### src/rtl/tt_sweep_pkg.sv
// Shared state encoding, default sizing and helpers for the truth-table sweep controller.
package tt_sweep_pkg;

    localparam int DEFAULT_N_IN   = 4;
    localparam int DEFAULT_SETTLE = 1;

    typedef logic [1:0] state_t;

    localparam state_t ST_IDLE   = 2'd0;
    localparam state_t ST_WAIT   = 2'd1;
    localparam state_t ST_SAMPLE = 2'd2;
    localparam state_t ST_DONE   = 2'd3;

    // A settle of one cycle still needs a one-bit counter that simply sits at zero.
    function automatic int cnt_width(input int settle);
        return (settle > 1) ? $clog2(settle) : 1;
    endfunction

endpackage

### src/rtl/tt_settle_cnt.sv
// Loadable down-counter with a zero flag; times how long each vector is held before sampling.
module tt_settle_cnt #(
    parameter int W = 1
) (
    input  logic         clk,
    input  logic         rst,
    input  logic         load,
    input  logic [W-1:0] load_val,
    input  logic         dec,
    output logic         zero
);

    localparam logic [W-1:0] CNT_ONE = W'(1);

    logic [W-1:0] r_cnt;

    always_ff @(posedge clk or posedge rst) begin
        if (rst) begin
            r_cnt <= '0;
        end else if (load) begin
            r_cnt <= load_val;
        end else if (dec && (r_cnt != '0)) begin
            r_cnt <= r_cnt - CNT_ONE;
        end
    end

    assign zero = (r_cnt == '0);

endmodule

### src/rtl/tt_sweep_ctrl.sv
// Drives every input vector into an external combinational function and checks it against a golden table.
// Optional macro TT_SWEEP_STOP_ON_FAIL_EN ends the sweep at the first mismatching vector.
module tt_sweep_ctrl
    import tt_sweep_pkg::*;
#(
    parameter int N_IN   = DEFAULT_N_IN,
    parameter int SETTLE = DEFAULT_SETTLE
) (
    input  logic                 clk,
    input  logic                 rst,
    input  logic                 start,
    input  logic [2**N_IN-1:0]   expected,
    input  logic                 f,
    output logic [N_IN-1:0]      x,
    output logic                 busy,
    output logic                 done,
    output logic                 pass,
    output logic [2**N_IN-1:0]   table_out,
    output logic [N_IN:0]        mismatch_cnt,
    output logic [N_IN-1:0]      first_fail
);

    localparam int NV = 2**N_IN;
    localparam int CW = cnt_width(SETTLE);

    localparam logic [CW-1:0]   SETTLE_LOAD = CW'(SETTLE - 1);
    localparam logic [N_IN-1:0] X_LAST      = '1;
    localparam logic [N_IN-1:0] X_ONE       = N_IN'(1);
    localparam logic [N_IN:0]   MIS_ONE     = (N_IN + 1)'(1);

    state_t           r_state;
    logic [N_IN-1:0]  r_x;
    logic [NV-1:0]    r_exp;
    logic [NV-1:0]    r_table;
    logic [N_IN:0]    r_mis;
    logic [N_IN-1:0]  r_first;
    logic             r_pass;

    state_t           w_state_next;
    logic             w_mismatch;
    logic             w_last;
    logic             w_end;
    logic             w_cnt_zero;
    logic             w_cnt_load;
    logic             w_cnt_dec;

    assign w_mismatch = (f != r_exp[r_x]);
    assign w_last     = (r_x == X_LAST);

`ifdef TT_SWEEP_STOP_ON_FAIL_EN
    assign w_end = w_last || w_mismatch;
`else
    assign w_end = w_last;
`endif

    always_comb begin
        w_state_next = r_state;
        case (r_state)
            ST_IDLE:   w_state_next = start ? ST_WAIT : ST_IDLE;
            ST_WAIT:   w_state_next = w_cnt_zero ? ST_SAMPLE : ST_WAIT;
            ST_SAMPLE: w_state_next = w_end ? ST_DONE : ST_WAIT;
            ST_DONE:   w_state_next = ST_IDLE;
            default:   w_state_next = ST_IDLE;
        endcase
    end

    // Reload the settle timer on every entry into WAIT so each vector gets the full hold time.
    assign w_cnt_load = (w_state_next == ST_WAIT) && (r_state != ST_WAIT);
    assign w_cnt_dec  = (r_state == ST_WAIT);

    tt_settle_cnt #(
        .W (CW)
    ) u_settle_cnt (
        .clk      (clk),
        .rst      (rst),
        .load     (w_cnt_load),
        .load_val (SETTLE_LOAD),
        .dec      (w_cnt_dec),
        .zero     (w_cnt_zero)
    );

    always_ff @(posedge clk or posedge rst) begin
        if (rst) begin
            r_state <= ST_IDLE;
            r_x     <= '0;
            r_exp   <= '0;
            r_table <= '0;
            r_mis   <= '0;
            r_first <= '0;
            r_pass  <= 1'b0;
        end else begin
            r_state <= w_state_next;
            case (r_state)
                ST_IDLE: begin
                    if (start) begin
                        r_exp   <= expected;
                        r_table <= '0;
                        r_mis   <= '0;
                        r_first <= '0;
                        r_pass  <= 1'b0;
                        r_x     <= '0;
                    end
                end
                ST_SAMPLE: begin
                    r_table[r_x] <= f;
                    if (w_mismatch) begin
                        r_mis <= r_mis + MIS_ONE;
                        if (r_mis == '0) begin
                            r_first <= r_x;
                        end
                    end
                    if (!w_end) begin
                        r_x <= r_x + X_ONE;
                    end
                end
                ST_DONE: begin
                    r_pass <= (r_mis == '0);
                end
                default: begin
                end
            endcase
        end
    end

    assign x            = r_x;
    assign busy         = (r_state != ST_IDLE);
    assign done         = (r_state == ST_DONE);
    assign pass         = r_pass;
    assign table_out    = r_table;
    assign mismatch_cnt = r_mis;
    assign first_fail   = r_first;

endmodule

### config.mk
export PLATFORM = sky130hd
export DESIGN_NAME = tt_sweep_ctrl
export DESIGN_NICKNAME = d
export VERILOG_FILES = /design/src/rtl/tt_sweep_pkg.sv /design/src/rtl/tt_settle_cnt.sv /design/src/rtl/tt_sweep_ctrl.sv
export SDC_FILE = /design/constraint.sdc
export NUM_CORES = 1
export LEC_CHECK = 0
export BUFFER_PORTS_ARGS = -buffer_cell sky130_fd_sc_hd__buf_4
export CORE_ASPECT_RATIO = 0.7
export CORE_UTILIZATION = 46
export CTS_CLUSTER_SIZE = 30
export DETAILED_ROUTE_END_ITERATION = 10
export GPL_ROUTABILITY_DRIVEN = 0
export PLACE_DENSITY = 0.67
export REMOVE_ABC_BUFFERS = 1
export SYNTH_ARGS = -nofsm -noshare
export SYNTH_HDL_FRONTEND = slang
export SYNTH_HIERARCHICAL = 1
export SYNTH_SLANG_ARGS = --single-unit
### constraint.sdc
create_clock -name clk -period 2.34 [get_ports clk]
set_input_delay 0.117 -clock clk [delete_from_list [all_inputs] [get_ports clk]]
set_output_delay 0.117 -clock clk [all_outputs]
set_load 0.02 [all_outputs]
==> Word-level counts from Yosys, hierarchy flattened <==
Index checks and enable logic that the tools add are counted.
{ "totals": {"register_bits": 49, "latchBits": 0, "mem_bits_rw": 0, "mem_bits_ro": 0, "word_cells": 63, "n_memories": 0} }
{ "classes": {"n_addsub": 3, "multipliers": 0, "div": 0, "order_cmp": 2, "eq_ne": 11, "shift": 0, "mux": 24, "bitwise": 0, "n_reduce_logical": 15} }
{ "op_table": {"columns": ["operator", "n"], "rows": [
  ["$pmux W16 S2", 1],
  ["$bwmux W16", 1],
  ["$mux W16", 1],
  ["$mux W4", 4],
  ["$pmux W4 S2", 2],
  ["$mux W5", 2],
  ["$pmux W5 S2", 1],
  ["$ne A2 B2 Y1 const B", 4],
  ["$pmux W2 S4", 1],
  ["$reduce_bool A2 Y1", 4],
  ["$mux W1", 6],
  ["$reduce_and A2 Y1", 3],
  ["$reduce_and A3 Y1", 2],
  ["$add A5 B1 Y5 const B", 1],
  ["$logic_not A5 Y1", 1],
  ["$lt A4 B5 Y1 const B", 1],
  ["$add A4 B1 Y4 const B", 1],
  ["$bmux W1 S4", 1],
  ["$demux W1 S4", 1],
  ["$eq A2 B1 Y1 const B", 2],
  ["$eq A2 B2 Y1 const B", 2],
  ["$eq A4 B4 Y1 const B", 1],
  ["$ge A4 B1 Y1 const B", 1],
  ["$mux W2", 2],
  ["7 further kinds", 9]
]} }

==> Depth between registers and ports, before layout <==
{ "logic_depth": {"depth_word": 6, "depth_mapped": 6, "depth_no_buf": 6} }

==> Modules after synthesis <==
The synthesis kept the hierarchy.
{ "modules_own_cells": {"columns": ["module", "instances", "cells_per_inst", "area_each_um2", "seq_area_each_um2"], "rows": [
  ["tt_sweep_ctrl", 1, 247, 2327.2, 1201.2],
  ["tt_settle_cnt", 1, 5, 48.8, 25.0]
]} }

==> Worst setup path before layout <==
No wires, ideal clock.
{ "synth_path": {"kind": "register to register", "start": "reg r_x[0], in the netlist x[0]", "end": "reg r_mis[1], in the netlist mismatch_cnt[1]", "t_arrival_ns": 2.134, "required_ns": 2.213, "path_slack_ns": 0.079, "path_stages_with_launch": 7, "path_buffers": 1, "cell_sequence": "dfrtp_1 -> buf_2 -> mux4_2 -> mux2i_1 -> mux2i_1 -> nand2_1 -> mux2_1"} }
{ "synth_between": {"elab_chain_len": 5} }
{ "synth_lines": {"columns": ["item", "line_no", "source"], "rows": [
  ["start, declared", "tt_sweep_ctrl.sv:32", "logic [N_IN-1:0] r_x;"],
  ["start signal, assigned", "tt_sweep_ctrl.sv:113", "r_x <= r_x + X_ONE;"],
  ["$bmux W1 S4", "tt_sweep_ctrl.sv:47", "assign w_mismatch = (f != r_exp[r_x]);"],
  ["$mux W1 (implied by the code)", "tt_sweep_ctrl.sv:47", null],
  ["$ne A1 B1 Y1", "tt_sweep_ctrl.sv:47", null],
  ["$ne A2 B2 Y1 (no source line)", null, null],
  ["$reduce_and A3 Y1 (no source line)", null, null],
  ["end signal, assigned", "tt_sweep_ctrl.sv:107", "r_mis <= r_mis + MIS_ONE;"],
  ["end, declared", "tt_sweep_ctrl.sv:35", "logic [N_IN:0] r_mis;"]
]} }
No other way between the ends. The select of a mux whose other input is x is not followed.
A chain may end at the register's enable or synchronous reset.

==> Final worst setup path <==
{ "layout_path": {"start": "reg r_x[0], in the netlist x[0]", "end": "reg r_mis[2], in the netlist mismatch_cnt[2]"} }
Same word-level chain as after synthesis.

==> key figures <==
Global routing
  – Global-route wire length before repair: 9.83 mm
  – Pin count of the biggest net entering global routing: 27
  – Number of global-route vias before repair: 1,980
  – Total grt overflow: 0
  – Aggregate global-route resource usage: 0.237
  – Initial antenna violation count: 0

STA
  – Setup repair after global routing missed its margin: no
  – Worst slew margin: 0.673
  – Final setup skew: around 0.012 ns
  – Final setup violation count: 0
  – Highest achievable clock rate: roughly 460 MHz
  – Setup TNS: 0 ns
  – Number of max-slew violations in the final report: 0
  – Final worst-path cycle share: 0.925
  – Hold slack final: 0.00850 ns
  – Time the final worst path needs with I/O delays and setup: 2.16 ns
  – Final number of hold-violating endpoints: 0
  – Worst slew pin tran: around 0.48 ns

Clock network
  – Clock-pin transition on the worst setup and hold timing paths: 0.09 ns
  – Max clock buf depth: 2
  – Number of clock sinks: 49
  – CTS tree: yes
  – CTS H-Tree Depth: 2
  – CTS buffer count: 5
  – Buffer count from post-CTS setup fixing: 0
  – Clock root buffer: clkbuf_8
  – Clock latency reported for the late side of the worst-skew pair: 0.31 ns

Routing
  – WL final: about 5.7 mm
  – Number of search-and-repair iterations in the first detailed-routing pass: 4
  – DRC violations left: 0
  – Starting DRT DRC Count: between 100 and 150
  – Antenna-violating nets left: 0
  – Routed len/inst: 14.7 um
  – Via count: 2,024
  – Average vias per placed instance: 5.20

Worst setup path
  – Crit path arrival time: 2.40 ns
  – Worst R2R Start: x[0]
  – Critical path peak fanout: 8
  – Critical setup path kind: register to register
  – Minimum setup slack among reg-to-reg paths: 0.18 ns
  – Category of the worst setup path launch point: register
  – Worst reg2reg path depth: 5
  – Nature of the critical path endpoint: register
  – Required arrival time at the worst endpoint: approximately 2.6 ns
  – RR Endpoint: mismatch_cnt[2]

Die
  – Core region area: 4860 um2
  – Die outline width: 87.9 um
  – Starting utilization of the core area: 0.489
  – Floorplan row count: 21
  – Io pins: 52
  – Vert. Die Dim: 62.1 um
  – Full die area: 5460 um2

Placed design
  – Detailed-placement wirelength estimate: 4.05 mm
  – Number of buffers inserted by port buffering: just over 50

Synthesis
  – Mean instance size in the synthesized netlist: 9.43 um2
  – Cell count after synthesis: 252
  – Synthesis-stage register bit count: 49
  – Netlist Area Pre-Place: 2380 um2
  – Sequential fraction of the synthesis area: 0.516
  – Yosys warnings: 6
  – Post-synthesis cell type count: 34

Final layout
  – Fraction of layout cells with a size suffix above 1: 0.247
  – Filler Cells Inserted: 439
  – Count of nets after finishing: about 350
  – Combined area of the multi-input logic cells: 1060 um2
  – FF/Latch Area: roughly 1200 um2
  – Signed area change from the synthesized netlist to the final layout: 30.8%
  – Number of antenna diodes: 0

Pwr
  – Highest ir drop seen on vdd: 0.594 mV
  – Power per cell area: 968 nW/um2
  – Leak: 1.61 nW

Worst hold path
  – Hold path cells: 3
  – HP Class: primary input to register
  – Critical hold path startpoint: expected[12]
  – Capture endpoint of the worst hold path: r_exp[12]

Flow run
  – Max cap viols: 0

Run status
  – Outcome: finished, final reports clean
cells in the final DEF (no fill, tap or decap), types with 2 or more instances in the layout:
cell type,count
buf_4,61
and2_1,2
o311ai_0,4
nand2_1,88
nand3_1,6
o211ai_1,10
dlygate4sd3_1,12
nor2b_1,2
inv_2,2
mux4_2,4
mux2i_1,11
inv_1,8
nand4_1,14
dfrtp_1,48
a21oi_1,2
o21ai_0,6
ha_1,6
clkbuf_8,5
nor2_1,9
what timing repair did:
item | in CTS | in global routing
gates resized for setup | 0 | 1
setup endpoints to repair | 0 | 4
hold endpoints to repair | 34 | 0
hold buffers | 12 | 0
flip-flops by register name, summed over array words and instances (netlist names):
name                cells
table_out              16
u_settle_cnt/r_cnt      1
x                       4
pass                    1
r_state                 2
mismatch_cnt            5
first_fail              4
r_exp                  16
Yosys cell counts:
cell type / number / share of area
o211ai_1: 10 / 0.032
mux2_2: 1 / 0.0047
nor2_1: 9 / 0.014
conb_1: 1 / 0.0016
nand2_1: 88 / 0.14
clkbuf_1: 12 / 0.019
a211oi_1: 1 / 0.0032
o311ai_0: 4 / 0.015
a21boi_0: 1 / 0.0032
nand3b_1: 1 / 0.0032
a21o_1: 1 / 0.0032
inv_2: 1 / 0.0016
xnor2_1: 1 / 0.0037
nor4_1: 1 / 0.0026
a21oi_1: 2 / 0.0042
o31ai_2: 1 / 0.0053
o21a_1: 1 / 0.0032
nor4b_1: 1 / 0.0037
and2_1: 2 / 0.0053
dfrtp_1: 49 / 0.52
mux2i_1: 11 / 0.046
inv_1: 9 / 0.014
buf_2: 1 / 0.0021
mux2_1: 1 / 0.0047
ha_1: 6 / 0.032
a21bo_2: 1 / 0.0042
nand3_1: 6 / 0.013
nor2b_1: 2 / 0.0053
nand4_1: 14 / 0.037
mux4_2: 4 / 0.038
nand2b_1: 1 / 0.0026
and3_1: 1 / 0.0026
nor3b_1: 1 / 0.0032
o21ai_0: 6 / 0.013
worst max-delay path: stages, from the launching register on:
cell and delay [ns]:
dfrtp_2 0.50, mux4_2 0.54, mux2i_1 0.16, mux2_2 0.40, a21boi_0 0.28, mux2i_1 0.21
metal layers:
layer / track usage / wire, um
met1: 0.354 / 2870
met3: 0.0479 / 229
met4: 0.0717 / 45
met2: 0.347 / 2580
met5: 0 / 0
power by group:
part / total (mW) / internal [mW] / switching, mW
clock: 0.623 / 0.320 / 0.303
sequential: 1.25 / 1.07 / 0.186
combinational: 1.13 / 0.491 / 0.640
stage by stage:
step	power, mW	worst slack [ns]	instances	cell area [um2]	utilization
finish	3.01	0.176	389	3110	0.639
global route	3.22	0.0761	389	3110	0.639
CTS	3.02	0.0619	389	3110	0.639
detailed placement	2.37	0.0727	369	2870	0.590
global placement	2.34	0.150	369	2870	0.590
floorplan	1.94	0.120	239	2330	-
worst max path at each step:
stage / from / to / slack, ns / cells after the start
4_1_cts: x[0] / mismatch_cnt[2] / 0.06 / 5
5_1_grt: x[0] / mismatch_cnt[2] / 0.08 / 5
3_5_place_dp: x[0] / mismatch_cnt[2] / 0.07 / 5
3_3_place_gp: x[0] / mismatch_cnt[1] / 0.15 / 5
6_report: x[0] / mismatch_cnt[2] / 0.18 / 5
2_1_floorplan: x[0] / mismatch_cnt[1] / 0.12 / 5
cell families after synthesis:
kind of cell	share of synthesized area
multiplexers	0.0937
buffers and inverters	0.0369
adder cells (fa/ha/maj)	0.0316
flip-flops	0.516
XOR/XNOR	0.00369
AO/OA/AOI/OAI	0.0853
other	0.00158
AND/OR/NAND/NOR	0.231
layout make-up:
cell class / count / area share
sequential: 49 / 0.395
inverter: 10 / 0.0121
clock inverter: 3 / 0.0149
multi-input combinational: 180 / 0.342
clock buffer: 5 / 0.0222
tap: 69 / 0.0278
timing repair buffer: 73 / 0.186
(Power assumes the default switching activity.)
